**src/rtl/ldc_pkg.sv**
```systemverilog
// Shared types and default sizing for the LDC front-end sequencer.
package ldc_pkg;

    typedef enum logic [1:0] {
        ST_IDLE  = 2'd0,
        ST_ISSUE = 2'd1,
        ST_WAIT  = 2'd2,
        ST_HOLD  = 2'd3
    } state_e;

    localparam int unsigned LDC_W       = 16;
    localparam int unsigned LDC_DEPTH   = 4;
    localparam int unsigned LDC_TIMEOUT = 1023;

endpackage

```
**src/rtl/ldc_fifo.sv**
```systemverilog
// Synchronous first-word-fall-through FIFO holding (x, v) pairs for the sequencer.
// Pointers carry one extra wrap bit so full and empty are distinguishable.
module ldc_fifo
    import ldc_pkg::*;
#(
    parameter int unsigned DW    = 2 * LDC_W,
    parameter int unsigned DEPTH = LDC_DEPTH
) (
    input  logic          clk_i,
    input  logic          rst_ni,
    input  logic          push_i,
    input  logic [DW-1:0] wdata_i,
    input  logic          pop_i,
    output logic [DW-1:0] rdata_o,
    output logic          full_o,
    output logic          empty_o
);

    localparam int unsigned AW = $clog2(DEPTH);
    localparam int unsigned PW = AW + 1;

    logic [DW-1:0] mem_q [DEPTH];
    logic [PW-1:0] wr_ptr_q;
    logic [PW-1:0] rd_ptr_q;

    // Pointer update; a push and a pop in the same cycle leave occupancy unchanged.
    always_ff @(posedge clk_i) begin
        if (!rst_ni) begin
            wr_ptr_q <= {PW{1'b0}};
            rd_ptr_q <= {PW{1'b0}};
        end else begin
            if (push_i) begin
                wr_ptr_q <= wr_ptr_q + PW'(1);
            end
            if (pop_i) begin
                rd_ptr_q <= rd_ptr_q + PW'(1);
            end
        end
    end

    // Storage write; contents need no reset because the pointers gate visibility.
    always_ff @(posedge clk_i) begin
        if (push_i) begin
            mem_q[wr_ptr_q[AW-1:0]] <= wdata_i;
        end
    end

    assign rdata_o = mem_q[rd_ptr_q[AW-1:0]];
    assign empty_o = (wr_ptr_q == rd_ptr_q);
    assign full_o  = (wr_ptr_q[AW-1:0] == rd_ptr_q[AW-1:0]) &&
                     (wr_ptr_q[PW-1] != rd_ptr_q[PW-1]);

endmodule

```
**src/rtl/ldc_sequencer.sv**
```systemverilog
// Front-end initiator for the LDC distance engine: buffers (x, v) pairs,
// issues one LDC job at a time, and returns each distance on a valid/ready stream.
module ldc_sequencer
    import ldc_pkg::*;
#(
    parameter int unsigned W       = LDC_W,
    parameter int unsigned DEPTH   = LDC_DEPTH,
    parameter int unsigned TIMEOUT = LDC_TIMEOUT
) (
    input  logic         clk_i,
    input  logic         rst_ni,
    input  logic         in_valid_i,
    output logic         in_ready_o,
    input  logic [W-1:0] in_x_i,
    input  logic [W-1:0] in_v_i,
    output logic         ldc_start_o,
    output logic [W-1:0] ldc_x_o,
    output logic [W-1:0] ldc_v_o,
    input  logic         ldc_done_i,
    input  logic [W-1:0] ldc_distance_i,
    output logic         out_valid_o,
    input  logic         out_ready_i,
    output logic [W-1:0] out_distance_o,
    output logic         out_timeout_o,
    output logic         busy_o
);

    localparam int unsigned   TW        = $clog2(TIMEOUT + 1);
    localparam logic [TW-1:0] TMO_LIMIT = TW'(TIMEOUT);

    state_e        state_q;
    logic          ldc_start_q;
    logic [W-1:0]  ldc_x_q;
    logic [W-1:0]  ldc_v_q;
    logic          out_valid_q;
    logic [W-1:0]  out_distance_q;
    logic          out_timeout_q;
    logic          done_prev_q;
    logic [TW-1:0] tmo_cnt_q;

    logic [2*W-1:0] head_s;
    logic           fifo_full_s;
    logic           fifo_empty_s;
    logic           push_s;
    logic           pop_s;
    logic           done_rise_s;
    logic [TW-1:0]  tmo_inc_s;

    ldc_fifo #(
        .DW    (2 * W),
        .DEPTH (DEPTH)
    ) u_fifo (
        .clk_i   (clk_i),
        .rst_ni  (rst_ni),
        .push_i  (push_s),
        .wdata_i ({in_x_i, in_v_i}),
        .pop_i   (pop_s),
        .rdata_o (head_s),
        .full_o  (fifo_full_s),
        .empty_o (fifo_empty_s)
    );

    // Handshake decode, done edge detect, saturating timeout increment and pop decision.
    always_comb begin
        push_s      = in_valid_i & ~fifo_full_s;
        done_rise_s = ldc_done_i & ~done_prev_q;
        if (tmo_cnt_q == TMO_LIMIT) begin
            tmo_inc_s = tmo_cnt_q;
        end else begin
            tmo_inc_s = tmo_cnt_q + TW'(1);
        end
        pop_s = 1'b0;
        case (state_q)
            ST_IDLE: pop_s = ~fifo_empty_s;
            ST_HOLD: pop_s = out_ready_i & ~fifo_empty_s;
            default: pop_s = 1'b0;
        endcase
    end

    // Job FSM with registered LDC operands, start pulse and result outputs.
    always_ff @(posedge clk_i) begin
        if (!rst_ni) begin
            state_q        <= ST_IDLE;
            ldc_start_q    <= 1'b0;
            ldc_x_q        <= {W{1'b0}};
            ldc_v_q        <= {W{1'b0}};
            out_valid_q    <= 1'b0;
            out_distance_q <= {W{1'b0}};
            out_timeout_q  <= 1'b0;
            done_prev_q    <= 1'b0;
            tmo_cnt_q      <= {TW{1'b0}};
        end else begin
            done_prev_q <= ldc_done_i;
            ldc_start_q <= 1'b0;
            case (state_q)
                ST_IDLE: begin
                    if (pop_s) begin
                        ldc_x_q     <= head_s[2*W-1:W];
                        ldc_v_q     <= head_s[W-1:0];
                        ldc_start_q <= 1'b1;
                        state_q     <= ST_ISSUE;
                    end
                end
                ST_ISSUE: begin
                    tmo_cnt_q <= {TW{1'b0}};
                    state_q   <= ST_WAIT;
                end
                ST_WAIT: begin
                    tmo_cnt_q <= tmo_inc_s;
                    // A genuine completion beats a simultaneous timeout.
                    if (done_rise_s) begin
                        out_distance_q <= ldc_distance_i;
                        out_timeout_q  <= 1'b0;
                        out_valid_q    <= 1'b1;
                        state_q        <= ST_HOLD;
                    end else if (tmo_inc_s == TMO_LIMIT) begin
                        // WAIT has lasted TIMEOUT cycles with no completion.
                        out_distance_q <= {W{1'b0}};
                        out_timeout_q  <= 1'b1;
                        out_valid_q    <= 1'b1;
                        state_q        <= ST_HOLD;
                    end
                end
                ST_HOLD: begin
                    if (out_ready_i) begin
                        out_valid_q <= 1'b0;
                        if (pop_s) begin
                            ldc_x_q     <= head_s[2*W-1:W];
                            ldc_v_q     <= head_s[W-1:0];
                            ldc_start_q <= 1'b1;
                            state_q     <= ST_ISSUE;
                        end else begin
                            state_q <= ST_IDLE;
                        end
                    end
                end
                default: begin
                    state_q <= ST_IDLE;
                end
            endcase
        end
    end

    assign in_ready_o     = ~fifo_full_s;
    assign ldc_start_o    = ldc_start_q;
    assign ldc_x_o        = ldc_x_q;
    assign ldc_v_o        = ldc_v_q;
    assign out_valid_o    = out_valid_q;
    assign out_distance_o = out_distance_q;
    assign out_timeout_o  = out_timeout_q;
    assign busy_o         = (state_q != ST_IDLE) | ~fifo_empty_s;

endmodule
```
**config.mk**
```make
export PLATFORM = sky130hd
export DESIGN_NAME = ldc_sequencer
export DESIGN_NICKNAME = d
export VERILOG_FILES = /design/src/rtl/ldc_pkg.sv /design/src/rtl/ldc_fifo.sv /design/src/rtl/ldc_sequencer.sv
export SDC_FILE = /design/constraint.sdc
export NUM_CORES = 1
export LEC_CHECK = 0
export ABC_AREA = 0
export CORE_ASPECT_RATIO = 1.25
export CORE_MARGIN = 2
export CORE_UTILIZATION = 54
export DETAILED_ROUTE_END_ITERATION = 10
export GPL_ROUTABILITY_DRIVEN = 0
export HOLD_SLACK_MARGIN = 0.12
export PLACE_DENSITY = 0.79
export SYNTH_ARGS = -nofsm -noshare
export SYNTH_HDL_FRONTEND = slang
export SYNTH_SLANG_ARGS = --single-unit
```
**constraint.sdc**
```tcl
create_clock -name clk_i -period 2.75 [get_ports clk_i]
set_input_delay 0.55 -clock clk_i [delete_from_list [all_inputs] [get_ports clk_i]]
set_output_delay 0.55 -clock clk_i [all_outputs]
set_load 0.02 [all_outputs]
```
==> out/summary.log <==
INFO  status         status=completed
INFO  die            fp.coreArea=0.01381mm^2
INFO  cts            cts_tree=built
INFO  grt            groute.usage.overall=0.2169
INFO  pwr            power.switching_fraction=0.3060
INFO  routing        route.vias.total=4773
INFO  die            row_count=48
INFO  die            die_width=110.5um
INFO  synthesis      synth-adder-area-share=0.01472
INFO  routing        antenna_violating_nets_post_route=0
INFO  routing        dr.first_iter.drc_count=320
INFO  routing        first_pass_iters=5
INFO  grt            antenna_found_initial=0
INFO  layout         antenna-diode-count=0
INFO  routing        post_drt_via_cell_ratio=5.771
INFO  layout         layout.cells.most_common=edfxtp_1
INFO  synthesis      synth_compound_gate_area_share=0.08490
INFO  synthesis      syn-instance-count=526
INFO  pwr            power_leakage=3.187nW
INFO  pwr            peakVddDrop=0.0006022V
INFO  grt            grt_pass1_vias=4953
INFO  place          post_placement_worst_setup_slack=0.08055ns
INFO  die            die_h=137.1um
INFO  cts            cts-htree-levels=4
INFO  worst_setup_path setup.worst_path.class=register to output port
INFO  layout         area_used_by_multi_input_combinational_logic=0.002260mm^2
INFO  synthesis      ys.warnings.count=0
INFO  grt            grt_max_degree=40
INFO  cts            clock_sink_count=200
INFO  min_path       hp_class=register to register
INFO  worst_setup_path worst_setup_path_start_kind=register
INFO  pwr            flop_pwr_share=0.456
INFO  sta            setup_viol=0
INFO  cts            root_buffer_cell=clkbuf_16
INFO  worst_setup_path worst-endpoint-arrival=2.01ns
INFO  sta            drv_slew=0
INFO  pwr            share_clk_of_total_power=0.280
INFO  sta            fin_hold_ws=0.4550ns
INFO  sta            achievable-frequency=391.3MHz
INFO  grt            wire_length_of_the_first_global_routing_pass=25010um
INFO  cts            clk_latency=0.44ns
INFO  synthesis      synth_mux_area_frac=0.09815
INFO  worst_setup_path setup.worst_path.end_class=output port
INFO  flow_run       max_cap_violations=0
INFO  routing        drc_errors=0
INFO  sta            rsz0062_at_grt=false
INFO  synthesis      synth_enable_flop_cells=128
INFO  synthesis      synth-seq-cells=200
INFO  sta            maxSlewHeadroom=0.1045
INFO  sta            tns=0ns
INFO  cts            hold_buffers=0
INFO  place          place.detailed.hpwl=9884um
INFO  sta            timing.clock.skew=0.008513ns
INFO  sta            hold_viol_final=0
INFO  layout         ff_latch_area=0.005290mm^2
INFO  layout         nNetsFinal=701
INFO  pwr            power_density=870.5mW/mm^2
INFO  die            ioPinCount=106
INFO  layout         drive_gt1_frac=0.1580
INFO  sta            setup_slack=0.1944ns
INFO  place          numPortBuffers=105
INFO  layout         leading_cell_types_in_the_layout_fill_and_taps_excluded=edfxtp_1 (128), clkdlybuf4s50_1 (105), nand2_1 (80)
INFO  die            design.die.area=0.01514mm^2
INFO  sta            min_period=2.556ns
INFO  cts            cts-root-to-sink-buffers=2
INFO  synthesis      avgSynthCellArea=14.54um^2
INFO  routing        detail_route.wl_per_cell=19.36um
INFO  routing        postRouteWirelength=16010um
INFO  synthesis      netlist_area_before_placement=0.007649mm^2
INFO  sta            period_share=0.9293
INFO  synthesis      post_synth_and_or_nand_nor_area_fraction=0.08228
INFO  synthesis      synth_nets=588
INFO  layout         areaGrowthSynthToFinish=25.09%
INFO  synthesis      synth_top_family_by_area=multiplexers
INFO  grt            global_route.overflow_total=0
INFO  synthesis      synth_top_flop_cell=edfxtp_1
INFO  cts            number_of_buffers_inserted_during_clock_tree_synthesis=17
INFO  synthesis      synth.yosys.seq_area_share=0.6910
INFO  pwr            net_switching_power_of_the_design=0.002548W
INFO  synthesis      synthArstFlopShare=0
INFO  pwr            intPower=0.005780W
INFO  pwr            p_comb_frac=0.263
INFO  sta            tightest_slew=1.332ns
INFO  synthesis      ys_types=46
INFO  cts            clkSlewWorstSetupHoldPaths=0.07ns
INFO  die            start_util=0.5537
INFO  worst_setup_path critPathRequiredTime=2.20ns
INFO  worst_setup_path critical_path.max_fanout=6
INFO  layout         fillCellCount=934
INFO  synthesis      synth_xor_xnor_area_share=0.009161
==> critical path: stages, from the launching register on <==
cell,delay (ns)
dfxtp_1,0.45
xor2_1,0.22
nor2_1,0.06
nand2_1,0.17
clkdlybuf4s50_1,0.68
==> path summary, 6_finish.rpt <==
check / start / endpoint / slack (ns) / cells past startpoint
worst max-delay path: u_fifo.wr_ptr_q[0] / in_ready_o / 0.19 / 4
worst min-delay path: ldc_x_o[13] / ldc_x_o[13] / 0.45 / 2
worst max register to register: tmo_cnt_q[1] / state_q[1] / 0.19 / 7
worst min register to register: ldc_x_o[13] / ldc_x_o[13] / 0.45 / 2
==> synthesized netlist by cell type, drive strengths merged (4+ instances only) <==
| library cell | instances | share of area |
|---|---|---|
| a211oi | 5 | 0.0049 |
| nor3 | 9 | 0.0059 |
| xnor2 | 4 | 0.0046 |
| a22o | 16 | 0.018 |
| mux4 | 32 | 0.094 |
| edfxtp | 128 | 0.50 |
| clkbuf | 19 | 0.0093 |
| o21ai | 10 | 0.0065 |
| buf | 8 | 0.0061 |
| and3 | 8 | 0.0065 |
| ha | 9 | 0.015 |
| xor2 | 4 | 0.0046 |
| a21oi | 47 | 0.031 |
| inv | 9 | 0.0044 |
| dfxtp | 72 | 0.19 |
| nand2 | 81 | 0.040 |
| nand3 | 7 | 0.0052 |
| nor2 | 28 | 0.014 |
==> layout make-up <==
| cell class | count | share of cell area |
|---|---|---|
| multi-input cells | 290 | 0.2362 |
| clock buffers | 17 | 0.04446 |
| clock inverters | 15 | 0.01504 |
| well taps | 175 | 0.02288 |
| repair buffers | 121 | 0.1250 |
| inverters | 9 | 0.003531 |
| flip-flops and latches | 200 | 0.5529 |
==> routing by layer <==
| metal | global-route usage | share of wire | vias to the layer above |
|---|---|---|---|
| li1 | - | - | 2209 |
| met2 | 0.3967 | 0.55 | 175 |
| met1 | 0.2444 | 0.38 | 2372 |
| met3 | 0.05536 | 0.055 | 17 |
| met5 | 0 | 0 | - |
| met4 | 0.08681 | 0.013 | 0 |
==> kinds of logic (layout without fill, tap and decap cells) <==
family,count (synthesis),in the layout
flops,200,200
xor+xnor,8,8
simple gates,144,144
compound gates,94,94
buf+inv,36,162
mux,35,35
fa+ha+maj,9,9
==> per-stage QoR <==
stage / cells / instance area (um^2) / utilization / power [W]
3_5_place_dp: 795 / 8976 / 0.6498 / 0.006060
6_report: 827 / 9568 / 0.6927 / 0.008329
4_1_cts: 827 / 9545 / 0.6910 / 0.008411
5_1_grt: 827 / 9568 / 0.6927 / 0.008692
2_1_floorplan: 526 / 7649 / - / 0.005070
3_3_place_gp: 795 / 8976 / 0.6498 / 0.005988
==> repair_timing <==
item                                    in CTS  in global routing
buffers inserted                             0                  0
resized for setup                            0                  6
endpoints found under the setup margin       0                 18
==> registers in the layout (all words and copies together) (netlist names), 2 cells and up, named ones only <==
register and flops:
u_fifo.mem_q 128, tmo_cnt_q 10, out_distance_o 16, u_fifo.wr_ptr_q 3, state_q 2, u_fifo.rd_ptr_q 3
ldc_x_o 16, ldc_v_o 16
==> power groups by stage <==
stage	Clock (W)	Sequential, W	Combinational [W]
detailed placement	0	0.00386	0.00220
floorplan	0	0.00404	0.00103
global route	0.00250	0.00383	0.00236
global placement	0	0.00384	0.00215
finish	0.00234	0.00380	0.00219
CTS	0.00239	0.00380	0.00223
Note: power is estimated with default switching activity, not from simulation.
